File: src/rtl/bin_to_bcd_seq.sv
// bin_to_bcd_seq: sequential double-dabble conversion of an 8-bit value to two packed BCD digits with overflow flag
module bin_to_bcd_seq #(
    parameter bit SATURATE = 1'b1
) (
    input  logic       clk,
    input  logic       rst,
    input  logic       start,
    input  logic [7:0] bin,
    output logic       busy,
    output logic       done,
    output logic [7:0] bcd,
    output logic       ovf
);
    typedef enum logic {IDLE, SHIFT} state_t;
    state_t      r_state;
    logic [7:0]  r_sh;
    logic [1:0]  r_h;
    logic [3:0]  r_t;
    logic [3:0]  r_u;
    logic [2:0]  r_cnt;
    logic        r_busy;
    logic        r_done;
    logic [7:0]  r_bcd;
    logic        r_ovf;
    logic [3:0]  w_t_adj;
    logic [3:0]  w_u_adj;
    logic [17:0] w_next;
    logic        w_ovf;
    // w_next packs {h, t, u, shreg} after correction and one left shift
    always_comb begin
        w_t_adj = (r_t >= 4'd5) ? r_t + 4'd3 : r_t;
        w_u_adj = (r_u >= 4'd5) ? r_u + 4'd3 : r_u;
        w_next  = {r_h[0], w_t_adj, w_u_adj, r_sh, 1'b0};
        w_ovf   = w_next[17:16] != 2'd0;
    end
    always_ff @(posedge clk) begin
        if (rst) begin
            r_state <= IDLE;
            r_sh    <= 8'd0;
            r_h     <= 2'd0;
            r_t     <= 4'd0;
            r_u     <= 4'd0;
            r_cnt   <= 3'd0;
            r_busy  <= 1'b0;
            r_done  <= 1'b0;
            r_bcd   <= 8'h00;
            r_ovf   <= 1'b0;
        end else begin
            r_done <= 1'b0;
            if (r_state == IDLE) begin
                if (start) begin
                    r_sh    <= bin;
                    r_h     <= 2'd0;
                    r_t     <= 4'd0;
                    r_u     <= 4'd0;
                    r_cnt   <= 3'd0;
                    r_busy  <= 1'b1;
                    r_state <= SHIFT;
                end
            end else begin
                {r_h, r_t, r_u, r_sh} <= w_next;
                r_cnt <= r_cnt + 3'd1;
                if (r_cnt == 3'd7) begin
                    r_ovf   <= w_ovf;
                    r_bcd   <= (w_ovf && SATURATE) ? 8'h99 : w_next[15:8];
                    r_done  <= 1'b1;
                    r_busy  <= 1'b0;
                    r_state <= IDLE;
                end
            end
        end
    end
    assign busy = r_busy;
    assign done = r_done;
    assign bcd  = r_bcd;
    assign ovf  = r_ovf;
endmodule

File: config.mk
export PLATFORM = sky130hd
export DESIGN_NAME = bin_to_bcd_seq
export DESIGN_NICKNAME = d
export VERILOG_FILES = /design/src/rtl/bin_to_bcd_seq.sv
export SDC_FILE = /design/constraint.sdc
export NUM_CORES = 1
export LEC_CHECK = 0
export ABC_AREA = 0
export BUFFER_PORTS_ARGS = -buffer_cell sky130_fd_sc_hd__buf_4
export CAP_MARGIN = 20
export CORE_MARGIN = 5
export CORE_UTILIZATION = 60
export DETAILED_ROUTE_END_ITERATION = 7
export HOLD_SLACK_MARGIN = 0.15
export PLACE_DENSITY = 0.91
export SLEW_MARGIN = 10
export SYNTH_ARGS = -nofsm -noshare
export SYNTH_HDL_FRONTEND = slang
export SYNTH_SLANG_ARGS = --single-unit
File: constraint.sdc
create_clock -name clk -period 2.8 [get_ports clk]
set_input_delay 0 -clock clk [delete_from_list [all_inputs] [get_ports clk]]
set_output_delay 0 -clock clk [all_outputs]
set_load 0.01 [all_outputs]
==> results of run 1 <==
registers in the layout, indices dropped and copies added, names as in the netlist:
name	count
r_cnt	3
r_h	1
done	1
r_u	4
bcd	8
busy	1
r_t	4
r_state	1
r_sh	8
ovf	1
per-layer routing:
layer	GRT usage	vias to the layer above	part of all wire
li1	-	698	-
met1	0.289	661	0.42
met2	0.402	49	0.50
met3	0.0681	10	0.065
met4	0.118	0	0.023
met5	0	-	0
cell usage in the layout, fill, tap and decap left out, types with 4 or more instances in the layout:
cell type,synthesis,final
nor3_1,7,7
and3_1,4,4
a211oi_1,4,4
ha_1,6,6
mux2i_1,9,9
dlygate4sd3_1,0,17
clkbuf_4,0,5
nor2_1,32,32
dfxtp_1,32,32
inv_1,9,9
a31oi_1,4,4
a21oi_1,18,18
nand2b_1,5,5
buf_4,1,22
o21ai_0,6,6
logic make-up (layout without fill, tap and decap cells):
| logic type | after synthesis | after routing | synth area share |
|---|---|---|---|
| muxes | 9 | 9 | 0.0586 |
| and+or+nand+nor | 64 | 64 | 0.204 |
| AOI/OAI and AO/OA | 48 | 48 | 0.212 |
| DFF | 32 | 32 | 0.417 |
| adders and majority gates | 6 | 6 | 0.0488 |
| buffers and inverters | 22 | 56 | 0.0602 |
timing repair:
item	CTS	global route
hold buffers	17	0
setup endpoints to repair	0	0
buffers inserted	0	0
endpoints found under the hold margin	25	0
path summary, 6_finish.rpt:
check,from,to,depth (start not counted)
min,bcd[6],bcd[6],2
min reg2reg,bcd[6],bcd[6],2
max,r_state,r_sh[1],5
max reg2reg,r_state,r_sh[1],5
critical path, cell delays in order (launching register included):
cell and delay, ps:
dfxtp_1 600, buf_4 320, nor2_1 90, a21oi_1 140
nor2_1 80, dlygate4sd3_1 580
power groups by stage:
stage	Sequential, mW	Clock (mW)	Combinational [mW]
3_3_place_gp	0.487	0	0.0660
5_1_grt	0.479	0.305	0.104
6_report	0.478	0.276	0.0932
3_5_place_dp	0.488	0	0.0694
4_1_cts	0.477	0.281	0.0889
2_1_floorplan	0.483	0	0.0502
final cells by class:
cell class	count	area [µm²]	area share
Timing Repair Buffer	39	335	0.176
Inverter	9	33.8	0.0177
Sequential cell	32	641	0.335
Clock buffer	8	58.8	0.0308
Multi-Input combinational cell	127	805	0.421
Tap cell	30	37.5	0.0196
stage by stage:
step	setup slack (ps)	hold slack [ps]	power, mW	cell area [µm²]
2_1_floorplan	1160	195	0.533	1540
3_3_place_gp	1110	293	0.553	1680
4_1_cts	927	492	0.847	1910
6_report	887	491	0.847	1910
3_5_place_dp	993	304	0.557	1680
5_1_grt	778	518	0.888	1910
==> impl_metrics.csv, run 1 <==
group,metric,value,unit
status,run_status,"complete, no violations",
power_and_ir_drop,p_int,0.637,mW
logic_synthesis,synth-async-reset-ratio,0,
power_and_ir_drop,swShare,0.247,
routing,drt_pass1_iterations,4,
die,die-area,3680,µm²
grt,grt.overflow.total,0,
logic_synthesis,synth_nets,198,
power_and_ir_drop,power_density,443,nW/µm²
routing,drt_drc_violations_left,0,
critical_path,crit_arrival,2130,ps
timing,clock_skew,6.10,ps
layout,nNetsFinal,231,
power_and_ir_drop,p_clk_frac,0.325,
logic_synthesis,yosysSeqAreaShare,0.417,
timing,timing.final.crit_period,1910,ps
die,start_util,0.626,
timing,tightest_slew,436,ps
die,fp.coreArea,2450,µm²
layout,layout-drive-gt1-share,0.158,
grt,antenna_found_initial,0,
cts,cts-buffers-inserted,5,
cts,root_buffer,"clkbuf_4",
grt,grt_pass1_wl,6.49,mm
power_and_ir_drop,comb_power_share,0.110,
routing,ant_nets,0,
cts,cts_tree,"built",
timing,drv_slew,0,
cts,cts_resized,0,
die,pin_count,22,
cts,cts.path.max_buffers,2,
layout,fill_cells,167,
logic_synthesis,yosys_warnings,0,
critical_path,endpoint_kind,"flip-flop",
logic_synthesis,netlist_instances,181,
layout,diodes,0,
logic_synthesis,syn_area,1540,µm²
layout,finalNonFillerCells,245,
logic_synthesis,synth_ff_type,"dfxtp_1",
grt,grt_pass1_vias,1419,
worst_hold_path,hp-class,"reg -> reg",
routing,via_per_inst,5.79,
grt,gr-usage-all-layers,0.243,
die,num_rows,18,
logic_synthesis,synth_top_area_frac,0.417,
power_and_ir_drop,power_switching,0.210,mW
critical_path,worstSetupStartpointType,"flip-flop",
critical_path,cp_max_fo,22,
power_and_ir_drop,p_leak,0.846,nW
place,gp_congestion,0.861,
logic_synthesis,yosys-top-cells-area,"dfxtp_1 42%, nor2_1 7.8%, a21oi_1 5.9%, mux2i_1 5.9%, ha_1 4.9%",
timing,final_hold_viol_count,0,
timing,rsz0062_at_grt,"false",
logic_synthesis,synth-edff-count,0,
timing,period_share,0.683,
die,die_x,60.6,µm
grt,grt_max_degree,33,
critical_path,rrSetupSlack,890,ps
timing,max_freq,0.523,GHz
place,dp_hpwl,2.35,mm
cts,h-tree-depth,2,
layout,area_growth_syn_to_layout,24.2,%
logic_synthesis,synth_seq_cells,32,
routing,detail_route.iter0.violations,67,
layout,utilization,0.778,
timing,slew_headroom,0.709,
cts,clk_pin_slew_worst_paths,100,ps
routing,route.vias.total,1418,
routing,wire_per_inst,15.7,µm
timing,setup_viol,0,
power_and_ir_drop,seqPwrFrac,0.565,
logic_synthesis,syn_area_per_cell,8.50,µm²
place,io_buffers,21,
logic_synthesis,yosys.cell_types.count,32,
logic_synthesis,synth_common_cells,"32 x dfxtp_1, 32 x nor2_1, 18 x a21oi_1",
die,die_y,60.6,µm
timing,fin_setup_tns,0,ps
run,drv_cap,0,
power_and_ir_drop,ir_drop,460,µV
place,dp.cells,220,
cts,clkLatencyLatePin,330,ps
critical_path,crit_required,3020,ps
critical_path,critical_path_class,"reg -> reg",
routing,drt_wl_total,3.85,mm
cts,clock-sinks,32,
logic_synthesis,synth_top_cell_by_area,"dfxtp_1",
No activity file was read; power rests on OpenSTA's default activity.
==> run 2, diff against run 1 <==
Settings changed: CORE_UTILIZATION 60 to 50, PLACE_DENSITY 0.91 to 0.82.
Clock period 2.8 ns to 1.6 ns, I/O delays scaled along.
==> run 2 against run 1 <==
Net effect: final area rose by 5.4%; setup slack worse by 810 ps; maximum frequency grew 26%; wire length down 8.0%; power grew 77%; non-clock buffer count is 7 higher; register-to-register slack got worse by 810 ps; sequential power rose by 74%; critical endpoint is now bcd[5]; largest power group unchanged.
==> impl_metrics.csv, run 2 (synthesis results as in run 1) <==
group,metric,value,unit
layout,layout_common_cells,"32 x nor2_1, 31 x buf_4, 28 x dfxtp_1",
critical_path,worstSetupStartpointType,"flip-flop",
layout,final_common_cell,"nor2_1",
cts,clkLatencyLatePin,340,ps
routing,route.vias.total,1415,
critical_path,critical_path_class,"reg -> reg",
grt,grt.overflow.total,0,
timing,drv_slew,0,
timing,clock_skew,7.63,ps
critical_path,cp_max_fo,4,
routing,drt_drc_violations_left,0,
cts,cts-buffers-inserted,5,
critical_path,worstSetupStartpoint,"r_t[1]",
timing,tightest_slew,414,ps
critical_path,reg2regPathDepth,6,
die,die_y,65.5,µm
die,pin_count,22,
place,dp_hpwl,2.31,mm
grt,gr-usage-all-layers,0.181,
run,drv_cap,0,
power_and_ir_drop,swShare,0.256,
critical_path,crit_required,1840,ps
layout,nNetsFinal,238,
timing,timing.final.crit_period,1520,ps
grt,grt_pass1_wl,5.99,mm
place,gp_congestion,0.879,
power_and_ir_drop,power,1.50,mW
routing,detail_route.iter0.violations,40,
power_and_ir_drop,p_leak,0.892,nW
power_and_ir_drop,ir_drop,612,µV
timing,slew_headroom,0.724,
routing,drt_pass1_iterations,5,
layout,area_growth_syn_to_layout,30.9,%
die,die_x,65.5,µm
power_and_ir_drop,power_switching,0.383,mW
layout,final_cell_area,2010,µm²
status,run_status,"complete, no violations",
routing,wire_per_inst,13.9,µm
critical_path,r2r_start,"r_t[1]",
worst_hold_path,hold_start,"bcd[6]",
place,io_buffers,21,
worst_hold_path,holdPathStages,2,
timing,final_hold_viol_count,0,
critical_path,crit_arrival,1760,ps
power_and_ir_drop,comb_power_share,0.113,
place,place_area,1750,µm²
timing,max_freq,0.657,GHz
worst_hold_path,hp-class,"reg -> reg",
die,die-area,4280,µm²
routing,ant_nets,0,
routing,drt_wl_total,3.54,mm
timing,setup_viol,0,
timing,period_share,0.951,
cts,h-tree-depth,2,
cts,cts.path.max_buffers,2,
layout,fill_cells,250,
die,fp.coreArea,3000,µm²
die,num_rows,20,
die,start_util,0.512,
critical_path,endpoint_kind,"flip-flop",
power_and_ir_drop,p_int,1.11,mW
routing,via_per_inst,5.55,
cts,cts_tree,"built",
cts,root_buffer,"clkbuf_4",
layout,layout-drive-gt1-share,0.257,
timing,rsz0062_at_grt,"false",
power_and_ir_drop,seqPwrFrac,0.555,
grt,antenna_found_initial,0,
power_and_ir_drop,p_clk_frac,0.333,
cts,clock-sinks,32,
timing,fin_setup_tns,0,ps
power_and_ir_drop,power_density,744,nW/µm²
timing,hold_ws,506,ps
layout,diodes,0,
grt,grt_pass1_vias,1331,
cts,clk_pin_slew_worst_paths,100,ps
grt,grt_max_degree,33,
-- run 2: changes by cell type in the layout (fill, tap and decap cells not counted), moves of 2 or more --
cell / before / now
nand2b_1: 5 / 3
dlygate4sd3_1: 17 / 13
clkinv_2: 0 / 2
clkbuf_1: 2 / 0
buf_4: 22 / 31
dfxtp_1: 32 / 28
nand2b_4: 0 / 2
dfxtp_2: 0 / 4
-- run 2: path summary, 6_finish.rpt --
kind,endpoint,slack (ps)
setup / recovery,bcd[5],80
hold / removal,bcd[6],510
setup reg to reg,bcd[5],80
hold reg to reg,bcd[6],510
-- run 2: worst max-delay path, cell delays in order, from the launching register on --
cell,delay [ps]
dfxtp_2,340
inv_1,60
ha_1,170
nand2b_4,140
buf_4,140
a211o_2,330
a41o_1,240
-- run 2: per-layer routing --
layer  vias up  track usage  part of all wire
met3         5       0.0615             0.051
met5         -            0                 0
met4         0       0.0622             0.011
met1       661        0.218              0.45
met2        31        0.300              0.48
li1        718            -                 -
-- run 2: final cells by class --
cell class | count | area [µm²] | share of cell area
well taps | 33 | 41.3 | 0.0205
multi-input cells | 127 | 842 | 0.418
clock buffers | 6 | 51.3 | 0.0255
flip-flops and latches | 32 | 646 | 0.321
inverters | 9 | 33.8 | 0.0168
clock inverters | 2 | 10.0 | 0.00497
repair buffers | 46 | 389 | 0.193
-- run 2: power by group through the flow --
stage          logic (mW)  clock network [mW]  registers [mW]
6_report            0.169               0.498           0.831
2_1_floorplan      0.0879                   0           0.845
3_3_place_gp        0.129                   0           0.847
3_5_place_dp        0.131                   0           0.848
5_1_grt             0.188               0.551           0.834
4_1_cts             0.158               0.505           0.830
-- run 2: timing repair --
item / 4_1_cts / 5_1_grt
pin swaps: 1 / 1
endpoints found under the setup margin: 1 / 15
hold buffers: 13 / 0
resized for setup: 1 / 13
hold endpoints to repair: 27 / 0
buffers inserted: 0 / 3
gates cloned: 0 / 0
-- run 2: stage by stage --
step,worst slack [ps],utilization,cells
floorplan,5.20,-,181
global placement,59.9,0.582,231
detailed placement,24.7,0.582,231
CTS,9.17,0.647,252
global route,2.34,0.670,255
finish,77.9,0.670,255
==> run 3, diff against run 2 <==
Settings changed: RECOVER_POWER from default to 100, REMOVE_ABC_BUFFERS from default to 1.
==> run 3 against run 2 <==
Net effect: utilization is 3.2 points lower; largest cell class unchanged; register-to-register slack barely moved; first-iteration DRC count increased by 65%; clock skew up 2.5 ps; die area unchanged; final cell count fell by 1.6%; clock-buffer cell count increased by 2.
==> impl_metrics.csv, run 3 (synthesis results as in run 1) <==
group,metric,value,unit
layout,diodes,0,
timing,tightest_slew,428,ps
cts,clock-sinks,32,
layout,layout-drive-gt1-share,0.193,
die,num_rows,20,
timing,hold_ws,500,ps
routing,wire_per_inst,13.7,µm
critical_path,worstSetupStartpointType,"flip-flop",
cts,cts-buffers-inserted,5,
die,start_util,0.512,
routing,drt_wl_total,3.44,mm
critical_path,crit_required,1840,ps
timing,max_freq,0.655,GHz
timing,final_hold_viol_count,0,
die,pin_count,22,
worst_hold_path,hp-class,"reg -> reg",
routing,drt_pass1_iterations,4,
place,dp_hpwl,2.28,mm
critical_path,path_buf_inv,1,
die,fp.coreArea,3000,µm²
critical_path,cp_max_fo,5,
routing,via_per_inst,5.47,
critical_path,cp_cell_sequence,"inv_1 > ha_1 > nand2b_1 > a211o_1 > a41o_1",
timing,slew_headroom,0.714,
power_and_ir_drop,power_density,763,nW/µm²
place,io_buffers,21,
timing,clock_skew,10.2,ps
layout,final_cell_area,1920,µm²
cts,clk_pin_slew_worst_paths,90,ps
layout,final_common_cell,"nor2_1",
cts,h-tree-depth,2,
cts,cts_tree,"built",
timing,timing.final.crit_period,1530,ps
routing,route.vias.total,1373,
critical_path,crit_arrival,1760,ps
layout,area_growth_syn_to_layout,24.7,%
cts,clkLatencyLatePin,340,ps
place,gp_congestion,0.864,
timing,period_share,0.954,
routing,detail_route.iter0.violations,66,
layout,finalNonFillerCells,251,
layout,layout_common_cells,"31 x nor2_1, 29 x dfxtp_1, 17 x a21oi_1",
routing,ant_nets,0,
cts,post-cts-setup-buffers,0,
grt,grt.overflow.total,0,
timing,drv_slew,0,
status,run_status,"complete, no violations",
critical_path,crit_path_max_incr_delay,370,ps
critical_path,endpoint_kind,"flip-flop",
grt,grt_pass1_wl,5.99,mm
power_and_ir_drop,p_leak,0.811,nW
grt,gr-usage-all-layers,0.183,
place,dp.cells,232,
grt,grt_max_degree,33,
critical_path,critical_path_class,"reg -> reg",
die,die_y,65.5,µm
grt,grt_pass1_vias,1309,
timing,setup_viol,0,
cts,cts.path.max_buffers,2,
run,drv_cap,0,
grt,antenna_found_initial,0,
die,die_x,65.5,µm
power_and_ir_drop,ir_drop,560,µV
routing,drt_drc_violations_left,0,
cts,root_buffer,"clkbuf_4",
critical_path,crit_family,"compound AO/OA/AOI/OAI gates",
critical_path,cp_slowest_cell,"dfxtp_1",
place,place_area,1750,µm²
layout,nNetsFinal,234,
die,die-area,4280,µm²
[run 3: cell types whose count changed in the layout (fill, tap and decap cells not counted), moves of 2 or more]
cell	before	now
dlygate4sd3_1	13	11
clkbuf_2	0	3
clkinv_2	2	0
dfxtp_2	4	2
buf_4	31	15
clkbuf_1	0	14
[run 3: worst register-to-register path, cell delays in order, from the launching register on]
cell	delay [ps]
dfxtp_1	370
inv_1	90
ha_1	170
nand2b_1	210
a211o_1	350
a41o_1	240
[run 3: what timing repair did]
item                                    CTS  global route
gates resized for setup                   0            14
hold endpoints to repair                 26             0
endpoints found under the setup margin    0            12
hold buffers                             11             0
[run 3: cell type report]
type                            instances  area, µm²
Clock buffer                            8       58.8
Fill cell                             278       1090
Inverter                                9       33.8
Multi-Input combinational cell        127        848
Sequential cell                        32        647
Tap cell                               33       41.3
Timing Repair Buffer                   42        288
[run 3: power breakdown]
group	total [mW]	internal, mW	switching, mW
clock network	0.485	0.217	0.268
logic	0.150	0.0710	0.0792
registers	0.828	0.815	0.0129
[run 3: final timing paths]
kind / start / to / slack, ps / cells after the start
worst max-delay path: r_u[1] / bcd[1] / 70 / 5
worst min-delay path: r_sh[6] / r_sh[7] / 500 / 2
worst max register to register: r_u[1] / bcd[1] / 70 / 5
worst min register to register: r_sh[6] / r_sh[7] / 500 / 2
[run 3: metrics by stage]
stage | setup WS (ps) | setup TNS, ps | total power, mW | utilization
after floorplan | -51.6 | -103 | 0.914 | -
after global placement | 56.5 | 0 | 0.975 | 0.584
after detailed placement | 27.6 | 0 | 0.979 | 0.584
after CTS | 5.82 | 0 | 1.48 | 0.640
after global routing | -10.7 | -10.7 | 1.54 | 0.638
final | 74.0 | 0 | 1.46 | 0.638
[run 3: metal layers]
layer	global-route usage	vias to the layer above	wire, µm
met5	0	-	0
met4	0.0699	0	60
met3	0.0650	8	208
met2	0.300	32	1610
met1	0.219	625	1560
li1	-	708	-
